## config.mk

```make
export PLATFORM = sky130hd
export DESIGN_NAME = dadda_final_adder
export DESIGN_NICKNAME = d
export VERILOG_FILES = /design/src/rtl/dadda_pkg.sv /design/src/rtl/dadda_final_adder_chunk_adder.sv /design/src/rtl/dadda_final_adder.sv
export SDC_FILE = /design/constraint.sdc
export NUM_CORES = 1
export LEC_CHECK = 0
export CORE_AREA = 2 2 94 60
export DETAILED_ROUTE_END_ITERATION = 6
export DIE_AREA = 0 0 96 62
export PLACE_DENSITY = 0.8
export SLEW_MARGIN = 20
export SYNTH_ARGS = -nofsm -noshare
export SYNTH_HDL_FRONTEND = slang
export SYNTH_SLANG_ARGS = --single-unit
```

## constraint.sdc

```tcl
create_clock -name clk -period 9.21 [get_ports clk]
set_input_delay 2.763 -clock clk [delete_from_list [all_inputs] [get_ports clk]]
set_output_delay 2.763 -clock clk [all_outputs]
set_load 0.05 [all_outputs]
```

## src/rtl/dadda_pkg.sv

```systemverilog
// Shared widths, FSM state type and a CHUNK_W legality helper for the Dadda final adder.
package dadda_pkg;

  localparam int ROW_W = 16;
  localparam int RES_W = 17;

  typedef enum logic [1:0] {
    IDLE = 2'd0,
    ADD  = 2'd1,
    DONE = 2'd2
  } state_t;

  function automatic bit chunk_w_legal(input int w);
    return (w >= 1) && (w <= ROW_W) && ((ROW_W % w) == 0);
  endfunction

endpackage

```

## src/rtl/dadda_final_adder_chunk_adder.sv

```systemverilog
// Combinational W-bit slice adder with carry in and carry out.
module chunk_adder #(
  parameter int W = 4
) (
  input  logic [W-1:0] a,
  input  logic [W-1:0] b,
  input  logic         cin,
  output logic [W-1:0] sum,
  output logic         cout
);

  assign {cout, sum} = {1'b0, a} + {1'b0, b} + (W+1)'(cin);

endmodule

```

## src/rtl/dadda_final_adder.sv

```systemverilog
// Sequential carry-chained final adder for two Dadda rows, one CHUNK_W slice per cycle.
// Optional macro DADDA_FA_ZERO_FLAG_EN adds a registered res_zero output.
module dadda_final_adder
  import dadda_pkg::*;
#(
  parameter int CHUNK_W = 4
) (
  input  logic             clk,
  input  logic             rst,
  input  logic             in_valid,
  output logic             in_ready,
  input  logic [ROW_W-1:0] row0,
  input  logic [ROW_W-1:0] row1,
  output logic [RES_W-1:0] res,
  output logic             out_valid,
  input  logic             out_ready
`ifdef DADDA_FA_ZERO_FLAG_EN
  ,
  output logic             res_zero
`endif
);

  localparam int N     = ROW_W / CHUNK_W;
  localparam int IDX_W = $clog2(N + 1);

  if (!chunk_w_legal(CHUNK_W)) begin : g_bad_chunk_w
    $error("dadda_final_adder: CHUNK_W must divide 16");
  end

  state_t             state_reg;
  logic [ROW_W-1:0]   row0_reg;
  logic [ROW_W-1:0]   row1_reg;
  logic               carry_reg;
  logic [IDX_W-1:0]   idx_reg;
  logic [RES_W-1:0]   res_reg;
  logic               out_valid_reg;
  logic               in_ready_reg;

  logic [CHUNK_W-1:0] a_slices [N];
  logic [CHUNK_W-1:0] b_slices [N];
  logic [CHUNK_W-1:0] slice_a;
  logic [CHUNK_W-1:0] slice_b;
  logic [CHUNK_W-1:0] slice_sum;
  logic               slice_cout;

  genvar gi;
  generate
    for (gi = 0; gi < N; gi++) begin : g_slice
      assign a_slices[gi] = row0_reg[gi*CHUNK_W +: CHUNK_W];
      assign b_slices[gi] = row1_reg[gi*CHUNK_W +: CHUNK_W];
    end
  endgenerate

  // idx_reg == N is the carry-finalisation step; no slice is selected then.
  always_comb begin
    slice_a = '0;
    slice_b = '0;
    for (int i = 0; i < N; i++) begin
      if (idx_reg == IDX_W'(i)) begin
        slice_a = a_slices[i];
        slice_b = b_slices[i];
      end
    end
  end

  chunk_adder #(.W(CHUNK_W)) u_chunk (
    .a    (slice_a),
    .b    (slice_b),
    .cin  (carry_reg),
    .sum  (slice_sum),
    .cout (slice_cout)
  );

`ifdef DADDA_FA_ZERO_FLAG_EN
  logic res_zero_reg;
  assign res_zero = res_zero_reg;
`endif

  always_ff @(posedge clk) begin
    if (rst) begin
      state_reg     <= IDLE;
      in_ready_reg  <= 1'b1;
      out_valid_reg <= 1'b0;
      res_reg       <= '0;
      carry_reg     <= 1'b0;
      idx_reg       <= '0;
      row0_reg      <= '0;
      row1_reg      <= '0;
`ifdef DADDA_FA_ZERO_FLAG_EN
      res_zero_reg  <= 1'b0;
`endif
    end else begin
      case (state_reg)
        IDLE: begin
          if (in_valid) begin
            row0_reg     <= row0;
            row1_reg     <= row1;
            carry_reg    <= 1'b0;
            idx_reg      <= '0;
            in_ready_reg <= 1'b0;
            state_reg    <= ADD;
          end
        end
        ADD: begin
          if (idx_reg == IDX_W'(N)) begin
            res_reg[RES_W-1] <= carry_reg;
            out_valid_reg    <= 1'b1;
            state_reg        <= DONE;
`ifdef DADDA_FA_ZERO_FLAG_EN
            res_zero_reg     <= !carry_reg && (res_reg[ROW_W-1:0] == '0);
`endif
          end else begin
            for (int i = 0; i < N; i++) begin
              if (idx_reg == IDX_W'(i)) begin
                res_reg[i*CHUNK_W +: CHUNK_W] <= slice_sum;
              end
            end
            carry_reg <= slice_cout;
            idx_reg   <= idx_reg + IDX_W'(1);
          end
        end
        DONE: begin
          if (out_ready) begin
            out_valid_reg <= 1'b0;
            in_ready_reg  <= 1'b1;
            state_reg     <= IDLE;
          end
        end
        default: begin
          state_reg <= IDLE;
        end
      endcase
    end
  end

  assign in_ready  = in_ready_reg;
  assign out_valid = out_valid_reg;
  assign res       = res_reg;

endmodule

```

# == Word-level counts from Yosys, hierarchy flattened ==
# Index checks and enable logic that the tools add are counted.
# totals
regBits,57
inputBits,36
out_inout_bits,19
elab_cells,64
# classes
n_addsub,3
eq_ne,10
n_mux,23
bitwise,1
reduce_logical,15
# op_table
op,n
$mux 4,8
$reduce_and 3->1,8
$ne 2x2->1 const B,4
$eq 3x2->1 const B,2
$mux 2,3
$mux 3,2
$pmux 1 s2,3
$pmux 2 s3,1
$pmux 3 s2,1
$reduce_bool 2->1,3
$add 4x4->5,1
$add 5x1->5,1
$mux 1,5
$reduce_and 2->1,2
$add 3x1->3 const B,1
$eq 3x1->1 const B,1
$eq 3x3->1 const B,1
$logic_not 3->1,1
$eq 2x1->1 const B,1
$eq 2x2->1 const B,1
$logic_not 2->1,1
$not 1->1,1

# == Depth between registers and ports, before layout ==
# depth
depth_word,9
mapped_depth,11
ltp_nobuf,10

# == Modules after synthesis ==
# Synthesis repeated with hierarchy kept, for this count alone.
# hier_totals
hier_cells,317
hier_area_um2,2656.3
# by_module_without_submodules
mod,instances,cells_each,area_each_um2,seq_area_each_um2
dadda_final_adder,1,301,2512.4,1141.1
chunk_adder,1,16,143.9,0.0

# == Worst setup path after synthesis ==
# Ideal clock, no wire load.
# synth_timing
kind,input to register
from,input port in_valid
to,register row1_reg[4]
setup_ns,0.132
arrival_time_ns,3.519
required_time_ns,9.078
path_slack_ns,5.559
cell_stages,5
n_path_buf,2
path_cell_list,or3b_1 -> buf_2 -> buf_2 -> nand2_1 -> a21oi_1
# synth_between
elab_chain_cells,1
# synth_lines
element,line_no,source
from (decl),dadda_final_adder.sv:10,"input logic in_valid,"
$reduce_and 2->1 (no source line),--,
to (signal assigned),dadda_final_adder.sv:97,row1_reg <= row1;
to (decl),dadda_final_adder.sv:32,logic [ROW_W-1:0] row1_reg;
# Every way passes these cells.
# A chain may end at the register's enable or synchronous reset.

# == Worst setup path in the final report ==
# layout_timing
from,"register out_valid_reg, in the netlist out_valid"
to,output port out_valid
# layout_rtl
element,line_no,source
from (decl),dadda_final_adder.sv:36,logic out_valid_reg;
from (signal assigned),dadda_final_adder.sv:83,out_valid_reg <= 1'b0;
from (signal assigned),dadda_final_adder.sv:107,out_valid_reg <= 1'b1;
from (signal assigned),dadda_final_adder.sv:124,out_valid_reg <= 1'b0;
to (decl),dadda_final_adder.sv:15,"output logic out_valid,"
# No word-level cell between the ends.

==> results.py <==
metrics = {
    "status": {
        "status": "finished, final reports clean",
    },
    "routing": {
        "wirelength_um": 6370,
        "antenna_left": 0,
        "vias": 2487,
        "drt_iter0_markers": 190,
        "drc_errors": 0,
        "first_pass_iters": 6,
        "routed_via_density": 5.61,
        "routedWlPerCell_um": 14.4,
    },
    "clock_tree": {
        "h-tree-depth": 3,
        "clock_latency_ns": 0.35,
        "cts_tree": "done",
        "clock-sinks": 57,
        "clk_pin_slew_ns": 0.06,
        "cts_post_setup_buffers_inserted": 0,
        "clockBufferDepth": 2,
        "ctsResizeCount": 0,
        "postCtsHoldBufs": 0,
        "cts-root-buf": "clkbuf_8",
        "numCtsBuffers": 9,
    },
    "placement": {
        "place_area_mm2": 0.00318,
        "dp_cells": 426,
        "dp_hpwl_um": 4340,
        "io_buffer_count": 54,
        "gp_congestion": 0.816,
    },
    "worst_setup_path": {
        "critPathBufInv": 1,
        "cp.arrival_ns": 1.56,
        "path_max_fanout": 3,
        "critPathLaunchType": "register",
        "crit_family": "buffers and inverters",
        "cp-end-kind": "output pin",
        "crit_chain": "clkdlybuf4s50_1",
        "cp.required_ns": 6.45,
        "crit_slowest_cell": "clkdlybuf4s50_1",
        "critPathKind": "reg -> out",
        "critical-path-max-stage-delay_ns": 0.83,
    },
    "timing": {
        "fin_crit_ns": 4.32,
        "finalSetupViolCount": 0,
        "relSlewSlack": 0.290,
        "setup_tns_ns": 0,
        "finalHoldViolations": 0,
        "maxSlewViolCount": 0,
        "tightest_slew_ns": 1.07,
        "rsz0062_at_grt": "no",
        "max_freq_mhz": 232,
        "fin_crit_sh": 0.469,
        "fin_skew_ns": 0.00730,
    },
    "pwr": {
        "power_mw": 0.642,
        "pwr_density_cell_mw_per_mm2": 187,
        "leakage_nw": 1.23,
        "irDropWorstVdd_mv": 0.121,
    },
    "floorplan": {
        "die_h_um": 62,
        "die-area_mm2": 0.00595,
        "core_mm2": 0.00523,
        "ios": 55,
        "fp.dieW_um": 96,
        "start_util": 0.513,
        "rows": 21,
    },
    "logic_synthesis": {
        "synth_cells": 327,
        "syn_nets": 373,
        "syn-cell-area_mm2": 0.00268,
        "postSynth.asyncResetShare": 0,
        "ys_types": 45,
        "ys_ff_latch": 57,
        "ys_seq_area_frac": 0.426,
        "syn_area_per_cell_um2": 8.20,
        "synth-main-ff-cell": "dfxtp_1",
        "synth-edff-count": 0,
        "yosys_warnings": 0,
    },
    "grt": {
        "grt_pass1_wl_um": 10100,
        "grt_pass1_vias": 2188,
        "grt_start_max_net_pins": 62,
        "grt_use_total": 0.228,
        "antenna_found_initial": 0,
        "grt_overflow_total": 0,
    },
    "final_layout": {
        "area_growth_pct": 27.9,
        "fillers": 439,
        "final_common_cell": "nand2_1",
        "design_area_mm2": 0.00343,
        "antenna_cells": 0,
        "layout_common_cells": "nand2_1, dfxtp_1, a21oi_1",
        "largest_reg_flops": 17,
        "drive_gt1_frac": 0.0588,
        "fin_nets": 415,
        "fin_cells": 443,
    },
    "run": {
        "cap_violations": 0,
    },
    "hold_path": {
        "hp-class": "reg -> reg",
    },
}
power by group:
part           internal (mW)  leakage [nW]  switching, mW
logic                 0.0412         0.639         0.0551
clock network          0.174         0.123          0.102
registers              0.260         0.466        0.00897
synthesized netlist by cell type (all sizes together) (4+ instances only):
| library cell | number | area share |
|---|---|---|
| o21ai | 9 | 0.017 |
| nor3b | 5 | 0.016 |
| nand2 | 88 | 0.12 |
| buf | 15 | 0.036 |
| dfxtp | 57 | 0.43 |
| a21oi | 54 | 0.10 |
| nand2b | 12 | 0.028 |
| nor2 | 8 | 0.011 |
| ha | 8 | 0.037 |
| a211oi | 5 | 0.014 |
| a32o | 8 | 0.030 |
| clkbuf | 9 | 0.013 |
| inv | 4 | 0.0056 |
through the flow:
step	util	hold slack, ns	setup slack [ns]
3_5_place_dp	0.608	0.443	4.57
6_report	0.655	0.456	4.89
3_3_place_gp	0.608	0.440	4.59
4_1_cts	0.653	0.454	4.90
5_1_grt	0.655	0.475	4.87
2_1_floorplan	-	0.431	5.56
cells by family (layout without fill, tap and decap cells):
| family | count (synthesis) | in the layout | share of synthesized area |
|---|---|---|---|
| AOI/OAI and AO/OA | 95 | 95 | 0.218 |
| xor gates and xnor gates | 1 | 1 | 0.00327 |
| adders and majority gates | 10 | 10 | 0.0523 |
| buffers and inverters | 28 | 75 | 0.0546 |
| DFF | 57 | 57 | 0.426 |
| and+or+nand+nor | 136 | 136 | 0.246 |
worst paths after layout:
check	end	startpoint	depth (start not counted)	slack (ns)
worst max register to register	carry_reg	idx_reg[0]	9	5.85
worst min-delay path	row0_reg[11]	row0_reg[11]	2	0.46
worst min register to register	row0_reg[11]	row0_reg[11]	2	0.46
worst max-delay path	out_valid	out_valid	1	4.89
per-layer routing:
| layer | vias up | share of wire | global-route usage |
|---|---|---|---|
| met1 | 1162 | 0.49 | 0.316 |
| met2 | 82 | 0.41 | 0.333 |
| met3 | 12 | 0.082 | 0.0676 |
| met5 | - | 0 | 0 |
| li1 | 1231 | - | - |
| met4 | 0 | 0.015 | 0.0980 |
final cells by class:
cell class	instances	area [um^2]	area share
Clock buffer	12	165	0.0482
Clock inverter	4	73.8	0.0215
Inverter	4	15.0	0.00438
Multi-Input combinational cell	242	1400	0.408
Sequential cell	57	1140	0.333
Tap cell	69	86.3	0.0252
Timing Repair Buffer	55	547	0.160
Power figures use the tool's default switching activity.
